--- src/rtl/lcd_bus_responder.sv ---
// HD44780-style bus responder: decodes writer transactions on E falling edges, keeps a
// 2x16 character buffer, models busy timing and answers busy-flag/data reads.
module lcd_bus_responder #(
  parameter int BUSY_CYC = 800,
  parameter int HOME_CYC = 32800
) (
  input  logic       clk,
  input  logic       rst_n,
  input  logic       LCD_RS,
  input  logic       LCD_RW,
  input  logic       LCD_E,
  input  logic [7:0] DATA,
  output logic [7:0] DATA_OUT,
  output logic       DATA_OE,
  output logic       busy,
  output logic [6:0] addr,
  output logic       disp_on,
  output logic       cursor_on,
  output logic       blink_on,
  output logic       id_inc,
  output logic       two_line,
  output logic       cmd_strobe,
  output logic       char_strobe,
  output logic [7:0] drop_cnt,
  input  logic [4:0] rd_idx,
  output logic [7:0] rd_char
);

  localparam int MAXC = (HOME_CYC > BUSY_CYC) ? HOME_CYC : BUSY_CYC;
  localparam int CW   = $clog2(MAXC) + 1;

  typedef enum logic [1:0] {S_FILL, S_IDLE, S_BUSY} state_t;

  // Pin synchronizers, packed as {E, RS, RW, DATA}
  logic [10:0] pin_s1, pin_s2;
  logic        e_s, rs_s, rw_s, e_prev;
  logic [7:0]  d_s;
  logic        cap_rs, cap_rw;
  logic [7:0]  cap_d;
  logic        fall;

  assign e_s  = pin_s2[10];
  assign rs_s = pin_s2[9];
  assign rw_s = pin_s2[8];
  assign d_s  = pin_s2[7:0];
  assign fall = e_prev & ~e_s;

  always_ff @(posedge clk or negedge rst_n) begin
    if (!rst_n) begin
      pin_s1 <= '0;
      pin_s2 <= '0;
      e_prev <= 1'b0;
      cap_rs <= 1'b0;
      cap_rw <= 1'b0;
      cap_d  <= '0;
    end else begin
      pin_s1 <= {LCD_E, LCD_RS, LCD_RW, DATA};
      pin_s2 <= pin_s1;
      e_prev <= e_s;
      if (e_s) begin
        cap_rs <= rs_s;
        cap_rw <= rw_s;
        cap_d  <= d_s;
      end
    end
  end

  function automatic logic [6:0] step_addr(input logic [6:0] a, input logic inc);
    logic [6:0] r;
    if (inc) begin
      if (a == 7'h27)      r = 7'h40;
      else if (a == 7'h67) r = 7'h00;
      else                 r = a + 7'd1;
    end else begin
      if (a == 7'h00)      r = 7'h67;
      else if (a == 7'h40) r = 7'h27;
      else                 r = a - 7'd1;
    end
    return r;
  endfunction

  function automatic logic is_mapped(input logic [6:0] a);
    return (a[6:4] == 3'b000) || (a[6:4] == 3'b100);
  endfunction

  // Registered state
  state_t         state_reg, state_next;
  logic [4:0]     fill_idx_reg, fill_idx_next;
  logic [CW-1:0]  cnt_reg, cnt_next;
  logic           busy_reg;
  logic [6:0]     addr_reg, addr_next;
  logic           disp_reg, disp_next, cur_reg, cur_next, blink_reg, blink_next;
  logic           id_reg, id_next, two_reg, two_next;
  logic [7:0]     drop_reg, drop_next;
  logic           cmd_stb_reg, cmd_stb_next, char_stb_reg, char_stb_next;
  logic           mem_we;
  logic [4:0]     mem_wa;
  logic [7:0]     mem_wd;

  always_comb begin
    state_next    = state_reg;
    fill_idx_next = fill_idx_reg;
    cnt_next      = cnt_reg;
    addr_next     = addr_reg;
    disp_next     = disp_reg;
    cur_next      = cur_reg;
    blink_next    = blink_reg;
    id_next       = id_reg;
    two_next      = two_reg;
    drop_next     = drop_reg;
    cmd_stb_next  = 1'b0;
    char_stb_next = 1'b0;
    mem_we        = 1'b0;
    mem_wa        = fill_idx_reg;
    mem_wd        = 8'h20;

    case (state_reg)
      S_FILL: begin
        mem_we        = 1'b1;
        fill_idx_next = fill_idx_reg + 5'd1;
        if (cnt_reg != '0) cnt_next = cnt_reg - 1'b1;
        // Busy outlasts the fill whenever the clear delay is still running
        if (fill_idx_reg == 5'd31)
          state_next = (cnt_reg == '0) ? S_IDLE : S_BUSY;
      end
      S_BUSY: begin
        if (cnt_reg == '0) state_next = S_IDLE;
        else               cnt_next   = cnt_reg - 1'b1;
      end
      default: ;
    endcase

    if (fall) begin
      if (!cap_rw) begin
        if (busy_reg) begin
          if (drop_reg != 8'hFF) drop_next = drop_reg + 8'd1;
        end else if (cap_rs) begin
          mem_we        = is_mapped(addr_reg);
          mem_wa        = {addr_reg[6], addr_reg[3:0]};
          mem_wd        = cap_d;
          addr_next     = step_addr(addr_reg, id_reg);
          char_stb_next = 1'b1;
          state_next    = S_BUSY;
          cnt_next      = CW'(BUSY_CYC - 1);
        end else begin
          cmd_stb_next = 1'b1;
          state_next   = S_BUSY;
          cnt_next     = CW'(BUSY_CYC - 1);
          if (cap_d[7]) begin
            addr_next = cap_d[6:0];
          end else if (cap_d[6]) begin
            // CGRAM address: not modelled, only busy
          end else if (cap_d[5]) begin
            two_next = cap_d[3];
          end else if (cap_d[4]) begin
            if (!cap_d[3]) addr_next = step_addr(addr_reg, cap_d[2]);
          end else if (cap_d[3]) begin
            disp_next  = cap_d[2];
            cur_next   = cap_d[1];
            blink_next = cap_d[0];
          end else if (cap_d[2]) begin
            id_next = cap_d[1];
          end else if (cap_d[1]) begin
            addr_next = 7'h00;
            cnt_next  = CW'(HOME_CYC - 1);
          end else if (cap_d[0]) begin
            addr_next     = 7'h00;
            id_next       = 1'b1;
            state_next    = S_FILL;
            fill_idx_next = 5'd0;
            cnt_next      = CW'(HOME_CYC - 1);
          end
        end
      end else if (cap_rs && !busy_reg) begin
        addr_next = step_addr(addr_reg, id_reg);
      end
    end
  end

  always_ff @(posedge clk or negedge rst_n) begin
    if (!rst_n) begin
      state_reg    <= S_FILL;
      fill_idx_reg <= '0;
      cnt_reg      <= '0;
      busy_reg     <= 1'b1;
      addr_reg     <= '0;
      disp_reg     <= 1'b0;
      cur_reg      <= 1'b0;
      blink_reg    <= 1'b0;
      id_reg       <= 1'b1;
      two_reg      <= 1'b0;
      drop_reg     <= '0;
      cmd_stb_reg  <= 1'b0;
      char_stb_reg <= 1'b0;
    end else begin
      state_reg    <= state_next;
      fill_idx_reg <= fill_idx_next;
      cnt_reg      <= cnt_next;
      busy_reg     <= (state_next != S_IDLE);
      addr_reg     <= addr_next;
      disp_reg     <= disp_next;
      cur_reg      <= cur_next;
      blink_reg    <= blink_next;
      id_reg       <= id_next;
      two_reg      <= two_next;
      drop_reg     <= drop_next;
      cmd_stb_reg  <= cmd_stb_next;
      char_stb_reg <= char_stb_next;
    end
  end

  // Character buffer: one write port, two registered read ports
  logic [7:0] mem [0:31];
  logic [7:0] rd_char_reg, bus_q_reg;

  always_ff @(posedge clk) begin
    if (mem_we) mem[mem_wa] <= mem_wd;
    rd_char_reg <= mem[rd_idx];
    bus_q_reg   <= mem[{addr_reg[6], addr_reg[3:0]}];
  end

  logic oe_reg, out_rs_reg, out_map_reg;

  always_ff @(posedge clk or negedge rst_n) begin
    if (!rst_n) begin
      oe_reg      <= 1'b0;
      out_rs_reg  <= 1'b0;
      out_map_reg <= 1'b0;
    end else begin
      oe_reg      <= e_s & rw_s;
      out_rs_reg  <= rs_s;
      out_map_reg <= is_mapped(addr_reg);
    end
  end

  assign DATA_OE     = oe_reg;
  assign DATA_OUT    = out_rs_reg ? (out_map_reg ? bus_q_reg : 8'h20) : {busy_reg, addr_reg};
  assign busy        = busy_reg;
  assign addr        = addr_reg;
  assign disp_on     = disp_reg;
  assign cursor_on   = cur_reg;
  assign blink_on    = blink_reg;
  assign id_inc      = id_reg;
  assign two_line    = two_reg;
  assign cmd_strobe  = cmd_stb_reg;
  assign char_strobe = char_stb_reg;
  assign drop_cnt    = drop_reg;
  assign rd_char     = rd_char_reg;

endmodule

--- config.mk ---
export PLATFORM = sky130hd
export DESIGN_NAME = lcd_bus_responder
export DESIGN_NICKNAME = d
export VERILOG_FILES = /design/src/rtl/lcd_bus_responder.sv
export SDC_FILE = /design/constraint.sdc
export NUM_CORES = 1
export LEC_CHECK = 0
export ABC_CLOCK_PERIOD_IN_PS = 2800
export CAP_MARGIN = 20
export CORE_MARGIN = 8
export CORE_UTILIZATION = 55
export CTS_CLUSTER_DIAMETER = 100
export DETAILED_ROUTE_END_ITERATION = 6
export PLACE_DENSITY = 0.86
export SLEW_MARGIN = 5
export SYNTH_ARGS = -nofsm -noshare
export SYNTH_HDL_FRONTEND = slang
export SYNTH_SLANG_ARGS = --single-unit
--- constraint.sdc ---
create_clock -name clk -period 2.8 [get_ports clk]
set_input_delay 0.42 -clock clk [delete_from_list [all_inputs] [get_ports clk]]
set_output_delay 0.42 -clock clk [all_outputs]
set_load 0.02 [all_outputs]
## Word level (Yosys, flattened, before mapping)

Memories as Yosys holds them, arrays and structs flattened. A register that Yosys moved wholly into a read port is not among the register bits.
Index checks and enable logic that the tools add are counted.

| storage, ports and cells | value |
|---|---|
| bits in registers | 83 |
| RAM bits | 256 |
| bits of input ports | 18 |
| output and inout port bits | 40 |
| word-level logic and storage cells | 160 |
| memories | 1 |

| operators by class | value |
|---|---|
| add/sub/neg operators | 5 |
| equality and inequality tests | 15 |
| multiplexer cells | 91 |
| bitwise operators | 11 |
| reductions and logical operators | 15 |

Memory list:

| memory | depth | bits a word | rd ports | clocked after Yosys merged registers in | wr ports | RTL line | text |
|---|---|---|---|---|---|---|---|
| mem | 32 | 8 | 2 | 2 | 1 | 213 | `logic [7:0] mem [0:31];` |

Operators by type and width:

| kind | number |
|---|---|
| 16-bit 2-to-1 mux | 9 |
| 7-bit 2-to-1 mux | 19 |
| 17-bit 2-to-1 mux | 5 |
| 5-bit 2-to-1 mux | 17 |
| 8-bit 2-to-1 mux | 6 |
| 17-bit one-hot mux with 2 select lines | 1 |
| 2-bit 2-to-1 mux | 15 |
| 1-bit 2-to-1 mux | 18 |
| 17-bit logical NOT | 1 |
| 17-bit nonzero test | 1 |
| 17-bit by 1-bit subtractor with 17-bit output (second input constant) | 1 |
| 7-bit equality test (second input constant) | 2 |
| 4-bit by 3-bit inequality test with 1-bit output (second input constant) | 3 |
| 11-bit AND reduction | 1 |
| 1-bit inverter | 9 |
| 9-bit AND reduction | 1 |
| 8-bit by 1-bit adder with 8-bit output (second input constant) | 1 |
| 8-bit inequality test (second input constant) | 1 |
| 8-bit AND reduction | 1 |
| 7-bit by 1-bit adder with 7-bit output (second input constant) | 1 |
| 7-bit by 6-bit equality test with 1-bit output (second input constant) | 1 |
| 7-bit logical NOT | 1 |
| 7-bit AND reduction | 1 |
| 7-bit by 1-bit subtractor with 7-bit output (second input constant) | 1 |
| 17 further kinds | 20 |

## Logic depth before layout (Yosys ltp)

Gate-level depths: netlist of run 1.

| logic depth | value |
|---|---|
| word-level depth | 14 |
| gate-level depth with buffers | 11 |
| mapped depth without buffers | 7 |

## Worst setup path before layout of run 1

No wires, ideal clock.

| timing | value |
|---|---|
| path kind | register to register |
| from | register addr_reg[0] (netlist: addr[0]) |
| to | register addr_reg[6] (netlist: addr[6]) |
| setup time | 0.120 ns |
| arrival time | 2.773 ns |
| required time | 2.680 ns |
| path slack | -0.093 ns |
| stages on the path, launching flop included | 12 |
| path buffers | 4 |
| clock period less this slack | 2.893 ns |
| cells stage by stage | dfrtp_1 > buf_2 > buf_6 > buf_4 > buf_2 > inv_1 > ha_1 > or3b_1 > or3_1 > a2bb2oi_1 > or4_1 > o211a_1 |

| between the ends | value |
|---|---|
| cells in the longest elaborated chain, start to end | 12 |
| elaborated cells between the ends (all ways) | 21 |
| those cells by class | add/sub: 2; eq/ne: 3; mux: 15; reduce/logical: 1 |

Ends and longest elaborated chain:

| element | RTL line | text |
|---|---|---|
| from (decl) | 91 | `logic [6:0] addr_reg, addr_next;` |
| from (signal assigned) | 200 | `addr_reg <= addr_next;` |
| 7-bit by 1-bit subtractor with 7-bit output (tied with other cells) | 77 | `else r = a - 7'd1;` |
| 7-bit 2-to-1 mux, on equally long branches | 76, 72 |  |
| 7-bit 2-to-1 mux, on equally long branches | 75, 71 |  |
| 7-bit 2-to-1 mux | 70 | `if (inc) begin` |
| 7-bit 2-to-1 mux | 156 | `if (!cap_d[3]) addr_next = step_addr(addr_reg, cap_d[2]);` |
| 7-bit 2-to-1 mux | 155 | `end else if (cap_d[4]) begin` |
| 7-bit 2-to-1 mux | 153 | `end else if (cap_d[5]) begin` |
| 7-bit 2-to-1 mux | 151 | `end else if (cap_d[6]) begin` |
| 7-bit 2-to-1 mux | 149 | `if (cap_d[7]) begin` |
| 7-bit 2-to-1 mux | 137 | `end else if (cap_rs) begin` |
| 7-bit 2-to-1 mux | 135 | `if (busy_reg) begin` |
| 7-bit 2-to-1 mux (*) | 134 | `if (!cap_rw) begin` |

Every way passes the cells marked *; elsewhere a longest branch is shown, timed or not. The select of a mux whose other input is x is not followed.
A chain may end at the register's enable or synchronous reset.

## Worst setup path in the final report of run 1

| timing | value |
|---|---|
| from | register out_rs_reg |
| to | output DATA_OUT[2] |

| between the ends | value |
|---|---|
| cells in the longest elaborated chain, start to end | 1 |

Ends and longest elaborated chain:

| element | RTL line | text |
|---|---|---|
| from (decl) | 222 | `logic oe_reg, out_rs_reg, out_map_reg;` |
| from (signal assigned) | 231 | `out_rs_reg <= rs_s;` |
| 8-bit 2-to-1 mux | 237 | `assign DATA_OUT = out_rs_reg ? (out_map_reg ? bus_q_reg : 8'h20) : {busy_reg, addr_reg};` |
| to (decl) | 13 | `output logic [7:0] DATA_OUT,` |

Every way passes these cells.

==> impl_metrics.env, run 1 <==
export IMPL_setup_violations_final=0
export IMPL_outcome="finished, final reports clean"
export IMPL_fmax_mhz=371.6
export IMPL_ys_warn_count=0
export IMPL_worst_clock_skew_ns=0.02526
export IMPL_chipHeight_um=188.7
export IMPL_fin_area_mm2=0.01907
export IMPL_regArea_mm2=0.01009
export IMPL_path_buf_inv=1
export IMPL_reg2reg_slack_ns=0.23
export IMPL_routed_wirelength_um=41990
export IMPL_syn_area_mm2=0.01640
export IMPL_synthArstFlopShare_pct=23.38
export IMPL_avgViaCountPerCell=6.829
export IMPL_drv_cap=0
export IMPL_vias=10100
export IMPL_place_area_mm2=0.01775
export IMPL_num_rows=63
export IMPL_whs_path_depth=1
export IMPL_p_total_mw=16.20
export IMPL_syn_nets=990
export IMPL_synth_common_cells="edfxtp_1 (256), mux4_2 (160), dfrtp_1 (81)"
export IMPL_fin_util_pct=64.69
export IMPL_hold_class="primary input to flop"
export IMPL_cts_buffers=38
export IMPL_grtUsageTotal_pct=23.67
export IMPL_cts_root_buf="clkbuf_16"
export IMPL_cp_top_family="buffers and inverters"
export IMPL_synth_seq_cells=355
export IMPL_drive_gt1_share_pct=31.22
export IMPL_hold_viol=0
export IMPL_multiInputGateArea_mm2=0.005941
export IMPL_period_minus_slack_ns=2.691
export IMPL_synth_top_flop_cell="edfxtp_1"
export IMPL_worstSetupStartpoint="out_rs_reg$_DFF_PN0_"
export IMPL_ir_drop_mv=0.7312
export IMPL_fin_nets=1085
export IMPL_cts_sinks=355
export IMPL_grt_first_pass_wirelength_um=63940
export IMPL_yosysSeqAreaShare_pct=61.50
export IMPL_crit_chain="and2_1 -> nand2_1 -> o21ai_0 -> clkdlybuf4s50_1"
export IMPL_first_pass_iters=6
export IMPL_cp_required_ns=2.38
export IMPL_synth_edf_count=256
export IMPL_min_to="pin_s1[7]$_DFF_PN0_"
export IMPL_start_util_pct=55.64
export IMPL_syn_area_per_cell_um2=17.00
export IMPL_period_share_pct=96.10
export IMPL_antenna_found_initial=1
export IMPL_rsz0062_at_grt="false"
export IMPL_synth_cell_types=68
export IMPL_yosys_top_cells_area="edfxtp_1 (47%), mux4_2 (22%), dfrtp_1 (12%)"
export IMPL_die_area_mm2=0.03560
export IMPL_path_clk_slew_ns=0.06
export IMPL_cts_tree="done"
export IMPL_path_max_fanout=10
export IMPL_finalSetupTns_ns=0
export IMPL_overflow=0
export IMPL_cp_data_arrival_time_ns=2.27
export IMPL_largest_reg_flops=256
export IMPL_die_w_um=188.7
export IMPL_max_stage_delay_ns=0.71
export IMPL_area_growth_pct=16.27
export IMPL_worstSetupEndpointType="output pin"
export IMPL_grt_max_degree=75
export IMPL_route_detailed_drc=0
export IMPL_insertion_delay_ns=0.53
export IMPL_cp_start_kind="flop"
export IMPL_cts_path_max_buffers=3
export IMPL_core_area_mm2=0.02948
export IMPL_drtIter0Drc=1443
export IMPL_crit_slowest_cell="clkdlybuf4s50_1"
export IMPL_post_synth_top_count_cell="edfxtp_1"
export IMPL_worst_pin_slew_ns=0.9925
export IMPL_leakagePower_nw=6.887
export IMPL_ff2ff_path_depth=7
export IMPL_crit_reg2reg_capture="mem[19][5]$_DFFE_PP_"
export IMPL_h_tree_depth=2
export IMPL_power_density_mw_per_mm2=849.4
export IMPL_ant_nets=0
export IMPL_synth_top_cell_area_share_pct=46.87
export IMPL_port_buffers=57
export IMPL_grt_pass1_vias=10130
export IMPL_wl_per_cell_um=28.39
export IMPL_yosysTopAreaCell="edfxtp_1"
export IMPL_worstHoldStart="DATA[7]"
export IMPL_synthCells=965
export IMPL_dp_hpwl_um=27280
export IMPL_crit_type="flop to output pin"
export IMPL_slew_headroom_pct=32.96
export IMPL_globalplace_congestion=0.8970
export IMPL_slew_violations=0
export IMPL_io_pins=58
export IMPL_fillerInstances=1895
export IMPL_diodes=0
export IMPL_crit_reg2reg_launch="cap_rw$_DFFE_PN0P_"
placed cells by master, fill, tap and decap left out, drive strengths merged, types with 11 or more instances in the layout:
| master | count |
|---|---|
| edfxtp | 256 |
| mux4 | 160 |
| dfrtp | 81 |
| buf | 71 |
| nor2 | 65 |
| clkdlybuf4s50 | 53 |
| nand2 | 51 |
| clkbuf | 46 |
| mux2 | 25 |
| xnor2 | 23 |
| a21oi | 20 |
| o21ai | 19 |
| inv | 19 |
| dfxtp | 16 |
| and3 | 14 |
| nor3 | 12 |
| a31oi | 11 |
| nor4 | 11 |
| clkinv | 11 |
timing repair:
action | in CTS | in global routing
gates resized for setup | 0 | 3
endpoints found under the setup margin | 0 | 2
setup buffers | 0 | 0
endpoints found under the hold margin | 52 | 0
hold buffers | 1 | 0
worst max path at each step:
stage	to	slack (ns)	cells after the start
floorplan	addr[6]$_DFFE_PN0P_	0.002	11
global placement	rd_char[6]$_DFF_P_	0.30	5
CTS	DATA_OUT[3]	0.01	3
global route	DATA_OUT[2]	0.06	4
finish	DATA_OUT[2]	0.11	4
detailed placement	rd_char[6]$_DFF_P_	0.27	5
area by class of cell:
class	count	share of cell area, %
inverter	16	0.3149
clock buffer	46	5.465
tap	390	2.559
sequential	355	52.93
clock inverter	23	1.371
multi-input combinational	523	31.15
timing repair buffer	126	6.207
stage by stage:
step	cells	setup slack, ns	hold slack, ns
6_report	1479	0.1091	0.3343
5_1_grt	1479	0.06475	0.3187
4_1_cts	1479	0.01138	0.3178
3_5_place_dp	1409	0.2703	0.3355
3_3_place_gp	1409	0.3020	0.3342
2_1_floorplan	965	0.002454	0.1244
report_power, final:
part           internal [mW]  total [mW]  leakage, nW  switching [mW]
Clock                   3.13        5.21        0.639            2.08
Sequential              6.04        6.50         3.72           0.460
Combinational           2.06        4.48         2.53            2.43
Total                   11.2        16.2         6.89            4.97
cell families after synthesis:
| kind of cell | count (synthesis) | share of synthesized area (%) |
|---|---|---|
| flops | 355 | 61.50 |
| simple gates | 213 | 6.667 |
| mux | 187 | 23.81 |
| compound gates | 87 | 3.540 |
| buf+inv | 87 | 2.403 |
| xor+xnor | 29 | 1.549 |
| fa+ha+maj | 7 | 0.5340 |
routing by layer:
metal | share of wire, % | up-vias | global-route usage (%)
met3 | 9.8 | 111 | 4.030
met2 | 49 | 692 | 38.54
met5 | 0 | - | 0
met4 | 4.1 | 0 | 8.960
li1 | - | 4089 | -
met1 | 37 | 5208 | 31.75
(Power assumes the default switching activity.)
==> run 2, diff against run 1 <==
==> constraint.sdc (replaced) <==
create_clock -name clk -period 2.8 [get_ports clk]
set_input_delay 0.28 -clock clk [delete_from_list [all_inputs] [get_ports clk]]
set_output_delay 0.28 -clock clk [all_outputs]
set_load 0.02 [all_outputs]
==> run 2 against run 1 <==
Compared with the run above: sequential power is 0.8% lower; via count is 0.96% higher; worst hold slack worse by 0.14 ns; wire length is 2.3% higher; power is 1.7% lower; die area stayed put; sequential cell count stayed put; fmax is 0.35% lower; largest cell class unchanged; highest routed layer unchanged.
==> impl_metrics.env, run 2 (synthesized netlist as in run 1, its figures left out) <==
export IMPL_avgViaCountPerCell=6.890
export IMPL_slew_headroom_pct=32.82
export IMPL_cp_data_arrival_time_ns=2.97
export IMPL_insertion_delay_ns=0.53
export IMPL_leakagePower_nw=6.819
export IMPL_core_area_mm2=0.02948
export IMPL_finalSetupTns_ns=0
export IMPL_first_pass_iters=6
export IMPL_grt_max_degree=75
export IMPL_vias=10200
export IMPL_cp_start_kind="flop"
export IMPL_dpl_cell_count=1415
export IMPL_final_cell_mix="edfxtp_1 (256), mux4_2 (160), dfrtp_1 (78), buf_4 (70), nor2_1 (65)"
export IMPL_crit_type="flop to flop"
export IMPL_grt_pass1_vias=10410
export IMPL_cts_tree="done"
export IMPL_cts_sinks=355
export IMPL_diodes=0
export IMPL_h_tree_depth=2
export IMPL_worstSetupEndpointType="flop"
export IMPL_fin_cells=1480
export IMPL_globalplace_congestion=0.9063
export IMPL_num_rows=63
export IMPL_route_detailed_drc=0
export IMPL_fmax_mhz=370.3
export IMPL_dp_hpwl_um=27210
export IMPL_hold_viol=0
export IMPL_slew_violations=0
export IMPL_setup_violations_final=0
export IMPL_fin_nets=1089
export IMPL_ir_drop_mv=0.5392
export IMPL_wl_per_cell_um=29.02
export IMPL_crit_reg2reg_launch="pin_s2[10]$_DFF_PN0_"
export IMPL_ant_nets=0
export IMPL_outcome="finished, final reports clean"
export IMPL_fin_util_pct=64.34
export IMPL_reg2reg_slack_ns=0.1
export IMPL_worstSetupStartpoint="pin_s2[10]$_DFF_PN0_"
export IMPL_period_minus_slack_ns=2.700
export IMPL_cts_root_buf="clkbuf_16"
export IMPL_largest_reg_flops=256
export IMPL_die_w_um=188.7
export IMPL_drv_cap=0
export IMPL_area_growth_pct=15.64
export IMPL_grt_first_pass_wirelength_um=65150
export IMPL_path_max_fanout=10
export IMPL_port_buffers=57
export IMPL_worst_pin_slew_ns=1.003
export IMPL_final_common_cell="edfxtp_1"
export IMPL_cp_required_ns=3.07
export IMPL_period_share_pct=96.44
export IMPL_cts_buffers=36
export IMPL_chipHeight_um=188.7
export IMPL_routed_wirelength_um=42940
export IMPL_rsz0062_at_grt="false"
export IMPL_grtUsageTotal_pct=24.26
export IMPL_drtIter0Drc=1482
export IMPL_antenna_found_initial=0
export IMPL_worstHoldStart="DATA[4]"
export IMPL_cts_path_max_buffers=3
export IMPL_start_util_pct=55.64
export IMPL_die_area_mm2=0.03560
export IMPL_worst_clock_skew_ns=0.02345
export IMPL_io_pins=58
export IMPL_path_clk_slew_ns=0.06
export IMPL_overflow=0
export IMPL_power_density_mw_per_mm2=839.8
export IMPL_hold_class="primary input to flop"
export IMPL_drive_gt1_share_pct=30.28
## run 2: power by group
part | internal (mW) | leakage (nW) | switching, mW
logic | 2.10 | 2.53 | 2.55
registers | 6.04 | 3.72 | 0.404
clock network | 2.84 | 0.566 | 1.98
## run 2: what timing repair did
item / 4_1_cts / 5_1_grt
hold buffers: 1 / 0
hold endpoints to repair: 48 / 0
gates resized for setup: 0 / 1
endpoints found under the setup margin: 0 / 1
buffers inserted: 0 / 0
## run 2: layout make-up
cell class              count  area (um2)
repair buffers            132        1201
multi-input cells         523        5941
well taps                 390       488.0
inverters                  16       60.06
clock buffers              50        1026
fillers                  1917       10510
flip-flops and latches    355       10090
clock inverters            14       157.7
## run 2: routing by layer
metal  wire [um]  GRT usage (%)  vias up
met2       21410          40.00      728
met1       14990          31.27     5240
met4        2023          10.76        0
met5           0              0        -
met3        4517          4.381      135
li1            -              -     4094
## run 2: path summary, 6_finish.rpt
path                                      endpoint  cells after the start
setup / recovery              mem[16][3]$_DFFE_PP_                      7
hold / removal                 pin_s1[4]$_DFF_PN0_                      1
setup reg to reg              mem[16][3]$_DFFE_PP_                      7
hold reg to reg                pin_s2[5]$_DFF_PN0_                      0
max in group asynchronous  drop_cnt[4]$_DFFE_PN0P_                      3
min in group asynchronous    cnt_reg[10]$_DFF_PN0_                      2
## run 2: metrics by stage
step	instance area [um2]	setup WS, ns	power, mW	hold WS, ns
floorplan	16430	0.002454	9.534	-0.01559
global placement	17770	0.3135	10.93	0.3354
detailed placement	17770	0.2317	11.05	0.3363
CTS	18970	0.1738	15.89	0.1861
global route	18970	0.01896	16.45	0.2007
finish	18970	0.09973	15.93	0.1919
## run 2: critical path, cell delays in order (launching register included)
cell and delay (ns):
dfrtp_1 0.39, nor4b_2 0.35, nand2_1 0.18, inv_1 0.28
nor4b_1 0.09, a31oi_1 0.75, nor2_1 0.16, buf_4 0.25
==> run 3, diff against run 2 <==
--- a/config.mk
+++ b/config.mk
@@ -5,13 +5,14 @@
 export SDC_FILE = /design/constraint.sdc
 export NUM_CORES = 1
 export LEC_CHECK = 0
+export ABC_AREA = 1
 export ABC_CLOCK_PERIOD_IN_PS = 2800
 export CAP_MARGIN = 20
 export CORE_MARGIN = 8
-export CORE_UTILIZATION = 55
+export CORE_UTILIZATION = 50
 export CTS_CLUSTER_DIAMETER = 100
 export DETAILED_ROUTE_END_ITERATION = 6
-export PLACE_DENSITY = 0.86
+export PLACE_DENSITY = 0.8
 export SLEW_MARGIN = 5
 export SYNTH_ARGS = -nofsm -noshare
 export SYNTH_HDL_FRONTEND = slang
==> run 3 against run 2 <==
Compared with the run above: final area grew 4.0%; area after synthesis grew 4.4%; clock skew shrank 0.00057 ns; register-to-register slack gained 0.06 ns; fmax shrank 0.33%; die area grew 14%; sequential power is essentially flat; final cell count grew 60%.
==> impl_metrics.env, run 3 <==
export IMPL_hold_viol=0
export IMPL_slew_violations=0
export IMPL_cp_start_kind="flop"
export IMPL_drive_gt1_share_pct=8.916
export IMPL_syn_area_mm2=0.01712
export IMPL_grt_first_pass_wirelength_um=79140
export IMPL_grt_max_degree=81
export IMPL_cts_buffers=37
export IMPL_path_max_fanout=10
export IMPL_start_util_pct=50.92
export IMPL_synth_top_flop_cell="edfxtp_1"
export IMPL_ir_drop_mv=0.6224
export IMPL_core_area_mm2=0.03362
export IMPL_fin_nets=1915
export IMPL_overflow=0
export IMPL_area_growth_pct=15.19
export IMPL_syn_area_per_cell_um2=9.354
export IMPL_finalSetupTns_ns=0
export IMPL_routed_wirelength_um=51890
export IMPL_synth_top_cell_area_share_pct=44.91
export IMPL_final_common_cell="nor2_1"
export IMPL_worst_pin_slew_ns=0.9893
export IMPL_insertion_delay_ns=0.53
export IMPL_vias=14590
export IMPL_die_w_um=201.0
export IMPL_cp_data_arrival_time_ns=2.43
export IMPL_crit_reg2reg_capture="mem[21][1]$_DFFE_PP_"
export IMPL_cts_setup_buffers=0
export IMPL_cts_tree="done"
export IMPL_multiInputGateArea_mm2=0.006180
export IMPL_diodes=0
export IMPL_ant_nets=0
export IMPL_chipHeight_um=201.0
export IMPL_worstSetupEndpointType="output pin"
export IMPL_dpl_cell_count=2298
export IMPL_wl_per_cell_um=21.93
export IMPL_ff2ff_path_depth=10
export IMPL_cts_sinks=355
export IMPL_worstHoldStart="LCD_RS"
export IMPL_synth_common_cells="nor2_1 (319), nand2_1 (297), o21ai_0 (262)"
export IMPL_fmax_mhz=369.1
export IMPL_largest_reg_flops=256
export IMPL_crit_type="flop to output pin"
export IMPL_synth_edf_count=256
export IMPL_synthArstFlopShare_pct=23.38
export IMPL_avgViaCountPerCell=6.166
export IMPL_fin_cells=2366
export IMPL_fillerInstances=2700
export IMPL_period_share_pct=96.76
export IMPL_whs_path_depth=1
export IMPL_cts_path_max_buffers=3
export IMPL_leakagePower_nw=7.808
export IMPL_globalplace_congestion=0.9724
export IMPL_gr_usage_met2_pct=38.54
export IMPL_synth_seq_cells=355
export IMPL_crit_chain="inv_1 -> o21ai_0 -> clkdlybuf4s50_1"
export IMPL_grtUsageTotal_pct=24.71
export IMPL_dp_hpwl_um=33400
export IMPL_syn_nets=1855
export IMPL_min_to="pin_s1[9]$_DFF_PN0_"
export IMPL_synth_cell_types=42
export IMPL_regArea_mm2=0.01009
export IMPL_grt_pass1_vias=13650
export IMPL_max_stage_delay_ns=0.68
export IMPL_h_tree_depth=2
export IMPL_first_pass_iters=6
export IMPL_slew_headroom_pct=33.98
export IMPL_yosysTopAreaCell="edfxtp_1"
export IMPL_cp_required_ns=2.52
export IMPL_setup_violations_final=0
export IMPL_worst_clock_skew_ns=0.02289
export IMPL_synthCells=1830
export IMPL_hold_class="primary input to flop"
export IMPL_antenna_found_initial=1
export IMPL_grtUsageMet1_pct=32.73
export IMPL_final_cell_mix="nor2_1 (312), nand2_1 (297), o21ai_0 (262), edfxtp_1 (256), inv_1 (90)"
export IMPL_yosys_top_cells_area="edfxtp_1 (45%), dfrtp_1 (12%), o21ai_0 (7.7%)"
export IMPL_crit_reg2reg_launch="busy$_DFF_PN1_"
export IMPL_path_buf_inv=2
export IMPL_busiest_layer="met2"
export IMPL_rsz0062_at_grt="false"
export IMPL_crit_slowest_cell="clkdlybuf4s50_1"
export IMPL_period_minus_slack_ns=2.709
export IMPL_die_area_mm2=0.04041
export IMPL_ys_warn_count=0
export IMPL_power_density_mw_per_mm2=844.8
export IMPL_drv_cap=0
export IMPL_drtIter0Drc=2412
export IMPL_met3_usage_pct=6.180
export IMPL_num_rows=67
export IMPL_cp_top_family="buffers and inverters"
export IMPL_path_clk_slew_ns=0.07
export IMPL_io_pins=58
export IMPL_outcome="finished, final reports clean"
export IMPL_cts_root_buf="clkbuf_16"
export IMPL_post_synth_top_count_cell="nor2_1"
export IMPL_reg2reg_slack_ns=0.16
export IMPL_yosysSeqAreaShare_pct=58.93
export IMPL_port_buffers=57
export IMPL_route_detailed_drc=0
==> run 3: changes by cell type in the layout (fill, tap and decap cells not counted), sizes merged, moves of 19 or more <==
cell / change
mux2: -25
o22ai: +59
nand4: +19
mux4: -160
inv: +79
o21ai: +261
nand2: +248
xnor2: -19
nor2: +258
o21bai: +46
nand3: +62
o221ai: +24
a21oi: +55
==> run 3: power breakdown <==
part / switching (mW) / internal (mW)
clock network: 2.01 / 3.25
registers: 0.354 / 6.12
logic: 3.39 / 1.53
total: 5.75 / 10.9
==> run 3: routing by layer <==
metal,wire length (um),vias to the layer above
li1,-,6507
met1,20040,6836
met2,23290,1070
met3,6385,174
met4,2157,2
met5,11,-
==> run 3: what timing repair did <==
action                    4_1_cts  5_1_grt
resized for setup               0        0
hold endpoints to repair       57        0
hold buffers                    1        0
==> run 3: cell families after synthesis <==
family          share of synthesized area (%)
flops                                   58.93
buf+inv                                 5.073
xor+xnor                               0.7163
fa+ha+maj                              0.5116
compound gates                          17.36
simple gates                            17.41
==> run 3: metrics by stage <==
step                utilization [%]  total power [mW]  hold slack, ns  cell area [um2]  worst slack [ns]
floorplan                         -             9.595        -0.01559            17120            0.6053
global placement              54.69             11.17          0.3317            18390            0.3288
detailed placement            54.69             11.27          0.3364            18390            0.2729
CTS                           58.66             16.53          0.1760            19720            0.1691
global route                  58.66             17.31          0.1794            19720           0.07657
finish                        58.66             16.66          0.1924            19720           0.09067
==> run 3: how the worst max path moves through the flow <==
stage                        start                   end  slack, ns  depth (start not counted)
2_1_floorplan       busy$_DFF_PN1_   mem[3][0]$_DFFE_PP_       0.61                         11
3_3_place_gp        busy$_DFF_PN1_  mem[16][6]$_DFFE_PP_       0.33                         10
3_5_place_dp        busy$_DFF_PN1_  mem[16][4]$_DFFE_PP_       0.27                         10
4_1_cts        addr[2]$_DFFE_PN0P_           DATA_OUT[2]       0.17                          3
5_1_grt        addr[2]$_DFFE_PN0P_           DATA_OUT[2]       0.08                          3
6_report       addr[2]$_DFFE_PN0P_           DATA_OUT[2]       0.09                          3
==> run 3: layout make-up <==
type,instances,share of cell area (%)
clock buffer,49,5.444
clock inverter,18,1.263
sequential,355,51.18
tap,448,2.843
timing repair buffer,132,6.041
multi-input combinational,1266,31.34
inverter,98,1.885
